==> src/rtl/clk_div_sched.sv <==
// Run-time programmable clock divider: emits a square wave and a last-cycle tick every N clocks.
// New ratios arrive over valid/ready and only take effect on a period boundary.
module clk_div_sched #(
  parameter int unsigned W           = 8,
  parameter int unsigned DEFAULT_DIV = 4
) (
  input  logic         clk_i,
  input  logic         rst_n_i,
  input  logic         en_i,
  input  logic         cfg_valid_i,
  input  logic [W-1:0] cfg_div_i,
  output logic         cfg_ready_o,
  output logic         div_o,
  output logic         tick_o,
  output logic         busy_o,
  output logic         err_o,
  output logic [W-1:0] ratio_o,
  output logic [1:0]   dbg_state_o
);

  // Handshake: a ratio transfers on any cycle where cfg_valid_i && cfg_ready_o;
  // cfg_ready_o depends only on registered state, never on cfg_valid_i.

  if (DEFAULT_DIV < 2 || DEFAULT_DIV > (2 ** W) - 1) begin : g_bad_default
    $error("clk_div_sched: DEFAULT_DIV out of range");
  end

  typedef enum logic [1:0] {
    ST_IDLE = 2'd0,
    ST_RUN  = 2'd1,
    ST_PEND = 2'd2
  } state_t;

  state_t       r_state;
  state_t       w_state_nxt;
  logic [W-1:0] r_cnt;
  logic [W-1:0] w_cnt_nxt;
  logic [W-1:0] r_ratio;
  logic [W-1:0] w_ratio_nxt;
  logic [W-1:0] r_pend;
  logic [W-1:0] w_pend_nxt;
  logic         r_err;
  logic         w_err_nxt;

  logic         w_ready;
  logic         w_xfer;
  logic         w_bad;
  logic         w_good;
  logic         w_active;
  logic         w_wrap;

  assign w_ready  = (r_state != ST_PEND);
  assign w_xfer   = cfg_valid_i && w_ready;
  assign w_bad    = w_xfer && (cfg_div_i < W'(2));
  assign w_good   = w_xfer && !w_bad;
  assign w_active = (r_state != ST_IDLE);
  // ratio is always >= 2, so ratio-1 cannot underflow.
  assign w_wrap   = w_active && (r_cnt == r_ratio - W'(1));

  // State register (all sequential state, including the datapath).
  always_ff @(posedge clk_i) begin
    if (!rst_n_i) begin
      r_state <= ST_IDLE;
      r_cnt   <= '0;
      r_ratio <= W'(DEFAULT_DIV);
      r_pend  <= '0;
      r_err   <= 1'b0;
    end else begin
      r_state <= w_state_nxt;
      r_cnt   <= w_cnt_nxt;
      r_ratio <= w_ratio_nxt;
      r_pend  <= w_pend_nxt;
      r_err   <= w_err_nxt;
    end
  end

  // Next-state logic.
  always_comb begin
    w_state_nxt = r_state;
    w_cnt_nxt   = r_cnt;
    w_ratio_nxt = r_ratio;
    w_pend_nxt  = r_pend;
    w_err_nxt   = w_bad;

    case (r_state)
      ST_IDLE: begin
        w_cnt_nxt = '0;
        if (w_good) begin
          w_ratio_nxt = cfg_div_i;
        end
        if (en_i) begin
          w_state_nxt = ST_RUN;
        end
      end

      ST_RUN: begin
        if (w_wrap) begin
          // A ratio arriving in the wrap cycle starts the very next period.
          w_cnt_nxt = '0;
          if (w_good) begin
            w_ratio_nxt = cfg_div_i;
          end
          w_state_nxt = en_i ? ST_RUN : ST_IDLE;
        end else begin
          w_cnt_nxt = r_cnt + W'(1);
          if (w_good) begin
            w_pend_nxt  = cfg_div_i;
            w_state_nxt = ST_PEND;
          end
        end
      end

      ST_PEND: begin
        if (w_wrap) begin
          w_cnt_nxt   = '0;
          w_ratio_nxt = r_pend;
          w_state_nxt = en_i ? ST_RUN : ST_IDLE;
        end else begin
          w_cnt_nxt = r_cnt + W'(1);
        end
      end

      default: begin
        w_state_nxt = ST_IDLE;
        w_cnt_nxt   = '0;
      end
    endcase
  end

  // Output decode from registers only.
  always_comb begin
    cfg_ready_o = w_ready;
    busy_o      = w_active;
    div_o       = w_active && (r_cnt < (r_ratio >> 1));
    tick_o      = w_wrap;
    err_o       = r_err;
    ratio_o     = r_ratio;
    dbg_state_o = r_state;
  end

endmodule

==> config.mk <==
export PLATFORM = sky130hd
export DESIGN_NAME = clk_div_sched
export DESIGN_NICKNAME = d
export VERILOG_FILES = /design/src/rtl/clk_div_sched.sv
export SDC_FILE = /design/constraint.sdc
export NUM_CORES = 1
export LEC_CHECK = 0
export BUFFER_PORTS_ARGS = -buffer_cell sky130_fd_sc_hd__buf_2
export CORE_ASPECT_RATIO = 2
export CORE_UTILIZATION = 51
export CTS_BUF_LIST = sky130_fd_sc_hd__clkbuf_8 sky130_fd_sc_hd__clkbuf_16
export DETAILED_ROUTE_END_ITERATION = 8
export PLACE_DENSITY = 0.81
export SYNTH_ARGS = -nofsm -noshare
export SYNTH_HDL_FRONTEND = slang
export SYNTH_SLANG_ARGS = --single-unit
==> constraint.sdc <==
create_clock -name clk_i -period 2.38 [get_ports clk_i]
set_clock_uncertainty 0.15 [all_clocks]
set_input_delay 0.476 -clock clk_i [delete_from_list [all_inputs] [get_ports clk_i]]
set_output_delay 0.476 -clock clk_i [all_outputs]
set_load 0.03 [all_outputs]
==> results of run 1 <==
-- flip-flops by register name, summed over array words and instances (netlist names) --
signal and flops:
dbg_state_o 2, err_o 1, r_cnt 8, r_pend 8
ratio_o 8
-- layout make-up --
cell class / instances / area, um^2
well taps: 31 / 38.8
multi-input cells: 154 / 1220
repair buffers: 58 / 409
clock inverters: 1 / 3.75
inverters: 13 / 53.8
clock buffers: 3 / 41.3
fillers: 248 / 870
flip-flops and latches: 27 / 561
-- power groups by stage --
stage	clock [mW]	sequential, mW	combinational [mW]
2_1_floorplan	0	0.767	0.722
3_3_place_gp	0	0.648	1.21
3_5_place_dp	0	0.652	1.23
4_1_cts	0.259	0.649	1.38
5_1_grt	0.279	0.673	1.52
6_report	0.256	0.663	1.43
-- cells in the final DEF, fill, tap and decap left out, drive strengths merged, types with 2 or more instances in the layout --
cell type	instances
a2111oi	2
a211oi	2
a21o	3
a21oi	6
and2	2
and3	3
buf	58
clkbuf	3
dfxtp	27
ha	12
inv	14
mux2	8
mux2i	17
nand2	35
nand2b	2
nand3	3
nand4	2
nor2	14
nor2b	3
nor3	5
o2111ai	2
o21ai	5
or3	2
or4	2
xnor2	9
xor2	5
-- kinds of logic after synthesis --
family                     count (synthesis)  share of synthesized area [%]
AOI/OAI and AO/OA                         25                           11.4
and+or+nand+nor                           78                           21.4
muxes                                     25                           15.3
adders and majority gates                 12                           8.70
DFF                                       27                           31.3
xor gates and xnor gates                  14                           7.10
buffers and inverters                     21                           4.78
-- cells in the mapped netlist (3+ instances only) --
library cell,number,share of area [%]
xnor2_1,9,4.6
a21o_1,3,1.3
and3_1,3,1.1
xor2_1,5,2.5
ha_1,12,8.7
dfxtp_1,27,31
o21ai_0,4,1.2
inv_1,13,2.8
nand3_1,3,0.87
nor2_1,14,3.0
a21oi_1,6,1.7
nor3_1,4,1.2
mux2i_1,17,9.9
nor2b_1,3,1.1
mux2_2,7,4.6
nand2_1,35,7.6
clkbuf_1,6,1.3
-- critical path, stage by stage, from the launching register on --
cell	delay, ns
dfxtp_4	0.37
inv_4	0.06
ha_4	0.12
or3b_4	0.40
nor3_4	0.15
xnor2_2	0.10
a2111oi_4	0.38
buf_4	0.24
-- layer usage --
layer / routed length, um / share of wire (%) / GRT usage (%) / vias to the layer above
met1: 1680 / 38 / 23.2 / 762
li1: - / - / - / 799
met5: 0 / 0 / 0 / -
met2: 2550 / 58 / 48.8 / 22
met4: 102 / 2.3 / 9.09 / 0
met3: 57 / 1.3 / 1.94 / 8
-- final timing paths --
| path | from | end | slack (ns) |
|---|---|---|---|
| setup / recovery | ratio_o[1]$_SDFFE_PN0P_ | tick_o | -0.33 |
| hold / removal | cfg_div_i[5] | r_pend[5]$_SDFFE_PN0P_ | 0.31 |
| setup reg to reg | ratio_o[1]$_SDFFE_PN0P_ | r_pend[0]$_SDFFE_PN0P_ | -0.18 |
| hold reg to reg | r_pend[4]$_SDFFE_PN0P_ | r_pend[4]$_SDFFE_PN0P_ | 0.31 |
-- repair_timing --
action,4_1_cts,5_1_grt
gates resized for setup,25,13
setup endpoints to repair,24,28
cloned,0,0
buffers inserted,7,0
pin swaps,11,12
==> flow_summary_export.csv, run 1 <==
group,metric,value,unit
global_routing,grt_first_pass_wirelength,6790,um
routing,viasPerCell,5.54,
placed_design,gp_congestion,0.866,
power_and_ir_drop,switching_share,42.2,%
sta,setup_violations,28,
floorplanning,design.die.area,3640,um^2
cells_and_area,final_core_util,72.8,%
sta,relSlewSlack,60.2,%
cells_and_area,nets,281,
power_and_ir_drop,peakVddDrop,0.610,mV
critical_path,r2r_cells,11,
cells_and_area,stdcell_count,287,
placed_design,dp_slack,-0.116,ns
power_and_ir_drop,comb_power_share,60.9,%
clock_network,htree_levels,1,
sta,post-route-period-util,114,%
power_and_ir_drop,p_per_area,1010,nW/um^2
clock_network,cts_root_buf,"clkbuf_8",
power_and_ir_drop,switchingPower,0.992,mW
cells_and_area,drive_above_1_share,39.8,%
power_and_ir_drop,intPower,1.36,mW
routing,detail_route.wl_per_cell,15.3,um
sta,final_max_slew_viol_count,0,
placed_design,place_area,2080,um^2
global_routing,grt_pass1_vias,1548,
sta,tns,-3.50,ns
logic_synthesis,syn_inst,202,
power_and_ir_drop,p_clk_share,10.9,%
logic_synthesis,yosysWarnings,0,
logic_synthesis,synth-async-reset-ratio,0,%
routing,antenna_left,0,
routing,first_pass_iters,4,
clock_network,path_clk_slew,0.09,ns
clock_network,holdBufCountCts,0,
logic_synthesis,ys.flop_type,"dfxtp_1",
logic_synthesis,synth-edff-count,0,
floorplanning,die_h,84.3,um
sta,setup_ws,-0.333,ns
power_and_ir_drop,p_leak,1.04,nW
min_path,hp-class,"input pin to flop",
critical_path,critPathKind,"flop to primary output",
floorplanning,dieWidth,43.1,um
sta,worst_pin_slew,0.597,ns
floorplanning,rows,29,
placed_design,dp_cells,276,
critical_path,end_kind,"primary output",
logic_synthesis,ys_seq_elements,27,
cells_and_area,n_antenna_cell,0,
critical_path,crit_fanout,3,
run_status,violations,"negative setup slack",
min_path,min_path_cells,3,
logic_synthesis,synth.cell_area,1730,um^2
clock_network,clk_path_buf_depth,2,
routing,drcViolationCount,0,
clock_network,cts_buffers,3,
clock_network,cts_num_sinks,27,
cells_and_area,area_growth_syn_to_layout,34.6,%
clock_network,clk-insertion-delay-late,0.27,ns
global_routing,grt_overflow_total,0,
sta,fmax,369,MHz
routing,drt_iter0_drc,33,
critical_path,cp.required,1.75,ns
routing,wl,4380,um
placed_design,place_hpwl,3110,um
sta,rsz0062_at_grt,"true",
cells_and_area,final_area,2320,um^2
floorplanning,core-area,3190,um^2
critical_path,arrival,2.09,ns
floorplanning,io_pins,27,
floorplanning,start_util,54.1,%
global_routing,grt_max_degree,38,
sta,whs,0.309,ns
logic_synthesis,seq_area_frac_synth,31.3,%
placed_design,io_buffers,26,
flow_run,drv_cap,0,
clock_network,cts_tree,"yes",
run_status,status,"finished with violations",
routing,vias,1591,
power_and_ir_drop,power,2.35,mW
sta,period_needed,2.71,ns
global_routing,grt_util_all_layers,24.2,%
logic_synthesis,syn_avg_cell_area,8.55,um^2
logic_synthesis,synth_cell_types,41,
power_and_ir_drop,seqPwrFrac,28.2,%
sta,finalHoldViolCount,0,
global_routing,antenna_found_initial,0,
logic_synthesis,syn-num-nets,226,
critical_path,startpoint_type,"flop",
No activity file was read; power rests on OpenSTA's default activity.
==> run 2: changes to the inputs <==
GPL_TIMING_DRIVEN = 0   (was unset)
==> flow_summary_export.csv, run 2 (synthesized netlist as in run 1, its figures left out) <==
group,metric,value,unit
run_status,status,"finished with violations",
run_status,violations,"negative setup slack",
global_routing,grt_pass1_vias,1524,
critical_path,crit_start,"ratio_o[0]$_SDFFE_PN0P_",
clock_network,cts_tree,"yes",
critical_path,rr_endpoint,"ratio_o[2]$_SDFFE_PN1P_",
power_and_ir_drop,power,2.34,mW
cells_and_area,layout_common_cells,"nand2_1, buf_2, dfxtp_1, mux2i_1",
routing,wl,4240,um
clock_network,cts_root_buf,"clkbuf_8",
sta,fmax,368,MHz
critical_path,critPathCapture,"tick_o",
critical_path,cp.depth,8,
floorplanning,core-area,3190,um^2
power_and_ir_drop,p_leak,0.966,nW
cells_and_area,n_antenna_cell,0,
sta,worst_pin_slew,0.460,ns
sta,whs,0.303,ns
cells_and_area,area_growth_syn_to_layout,29.6,%
routing,antenna_left,0,
floorplanning,design.die.area,3640,um^2
global_routing,antenna_found_initial,0,
critical_path,crit_slowest_cell,"a2111oi_4",
clock_network,clk_path_buf_depth,2,
placed_design,gp_congestion,0.810,
clock_network,cts_num_sinks,27,
critical_path,end_kind,"primary output",
critical_path,rr_startpoint,"ratio_o[0]$_SDFFE_PN0P_",
routing,viasPerCell,5.60,
routing,first_pass_iters,4,
placed_design,io_buffers,25,
floorplanning,io_pins,27,
placed_design,dp_slack,-0.339,ns
routing,vias,1558,
routing,drt_iter0_drc,36,
critical_path,arrival,2.09,ns
clock_network,cts_buffers,3,
routing,detail_route.wl_per_cell,15.3,um
flow_run,drv_cap,0,
sta,post-route-period-util,114,%
placed_design,place_hpwl,2800,um
floorplanning,rows,29,
clock_network,htree_levels,1,
routing,drcViolationCount,0,
clock_network,path_clk_slew,0.10,ns
sta,period_needed,2.72,ns
critical_path,r2r_slack,-0.17,ns
clock_network,holdBufCountCts,0,
floorplanning,start_util,54.1,%
sta,setup_violations,28,
global_routing,grt_overflow_total,0,
critical_path,startpoint_type,"flop",
critical_path,r2r_cells,11,
global_routing,grt_first_pass_wirelength,6750,um
critical_path,critPathKind,"flop to primary output",
critical_path,worst_path_most_repeated_cell,"buf_4",
critical_path,crit_chain,"inv_2 -> ha_4 -> buf_4 -> xor2_1 -> o21ai_0 -> a2bb2oi_2 -> a2111oi_4 -> buf_4",
power_and_ir_drop,p_per_area,1040,nW/um^2
sta,finalHoldViolCount,0,
cells_and_area,drive_above_1_share,36.0,%
critical_path,critical_path.max_stage_delay,0.41,ns
floorplanning,dieWidth,43.1,um
global_routing,grt_util_all_layers,23.7,%
cells_and_area,final_common_cell,"nand2_1",
sta,rsz0062_at_grt,"true",
min_path,hp-class,"input pin to flop",
sta,tns,-3.29,ns
sta,final_max_slew_viol_count,0,
critical_path,cp.required,1.75,ns
floorplanning,die_h,84.3,um
critical_path,critPathTopFamily,"compound AO/OA/AOI/OAI gates",
sta,relSlewSlack,69.0,%
critical_path,crit_fanout,6,
critical_path,path_buf_inv,3,
cells_and_area,nets,272,
power_and_ir_drop,peakVddDrop,0.701,mV
global_routing,grt_max_degree,17,
sta,setup_ws,-0.338,ns
clock_network,clk-insertion-delay-late,0.27,ns
## run 2: cell types whose count changed in the layout (fill, tap and decap cells not counted), sizes merged
cell / before / now
buf: 58 / 42
inv: 14 / 13
clkbuf: 3 / 10
clkinvlp: 0 / 1
## run 2: final cells by class
type | count | area (um^2)
plain buffers | 7 | 28.8
clock buffers | 3 | 41.3
clock inverters | 1 | 7.51
fillers | 242 | 955
inverters | 13 | 51.3
multi-input cells | 154 | 1210
flip-flops and latches | 27 | 558
well taps | 31 | 38.8
repair buffers | 42 | 304
## run 2: power breakdown
part | internal, mW | switching [mW]
Sequential | 0.555 | 0.136
Clock | 0.119 | 0.149
Combinational | 0.658 | 0.719
## run 2: worst min-delay path by stage
stage | start | end | slack [ns] | depth (start not counted)
after floorplan | r_pend[0]$_SDFFE_PN0P_ | r_pend[0]$_SDFFE_PN0P_ | 0.28 | 2
after global placement | r_pend[4]$_SDFFE_PN0P_ | r_pend[4]$_SDFFE_PN0P_ | 0.29 | 2
after detailed placement | r_pend[7]$_SDFFE_PN0P_ | r_pend[7]$_SDFFE_PN0P_ | 0.30 | 2
after CTS | cfg_div_i[0] | r_pend[0]$_SDFFE_PN0P_ | 0.31 | 3
after global routing | cfg_div_i[5] | r_pend[5]$_SDFFE_PN0P_ | 0.31 | 3
final | cfg_div_i[3] | r_pend[3]$_SDFFE_PN0P_ | 0.30 | 3
## run 2: timing repair
item,CTS,global route
gates resized for setup,24,15
hold endpoints to repair,0,0
setup endpoints to repair,27,29
pin swaps,4,7
buffers inserted,12,5
## run 2: per-layer routing
| metal | global-route usage [%] | vias to the layer above | part of all wire [%] |
|---|---|---|---|
| met2 | 43.4 | 31 | 56 |
| met4 | 11.8 | 0 | 3.9 |
| met5 | 0 | - | 0 |
| met3 | 2.58 | 16 | 1.9 |
| li1 | - | 784 | - |
| met1 | 25.2 | 727 | 38 |
## run 2: per-stage QoR
step	cells	area, um^2	utilization [%]
after CTS	273	2160	67.7
after global placement	258	1920	60.3
after floorplan	202	1760	-
after global routing	278	2240	70.1
after detailed placement	258	1920	60.3
final	278	2240	70.1
## run 2: worst min-delay path: cells and delay by family
| kind | cells | cell delay [ns] |
|---|---|---|
| buf+inv | 1 | 0.11 |
| mux | 1 | 0.06 |
| simple gates | 1 | 0.05 |
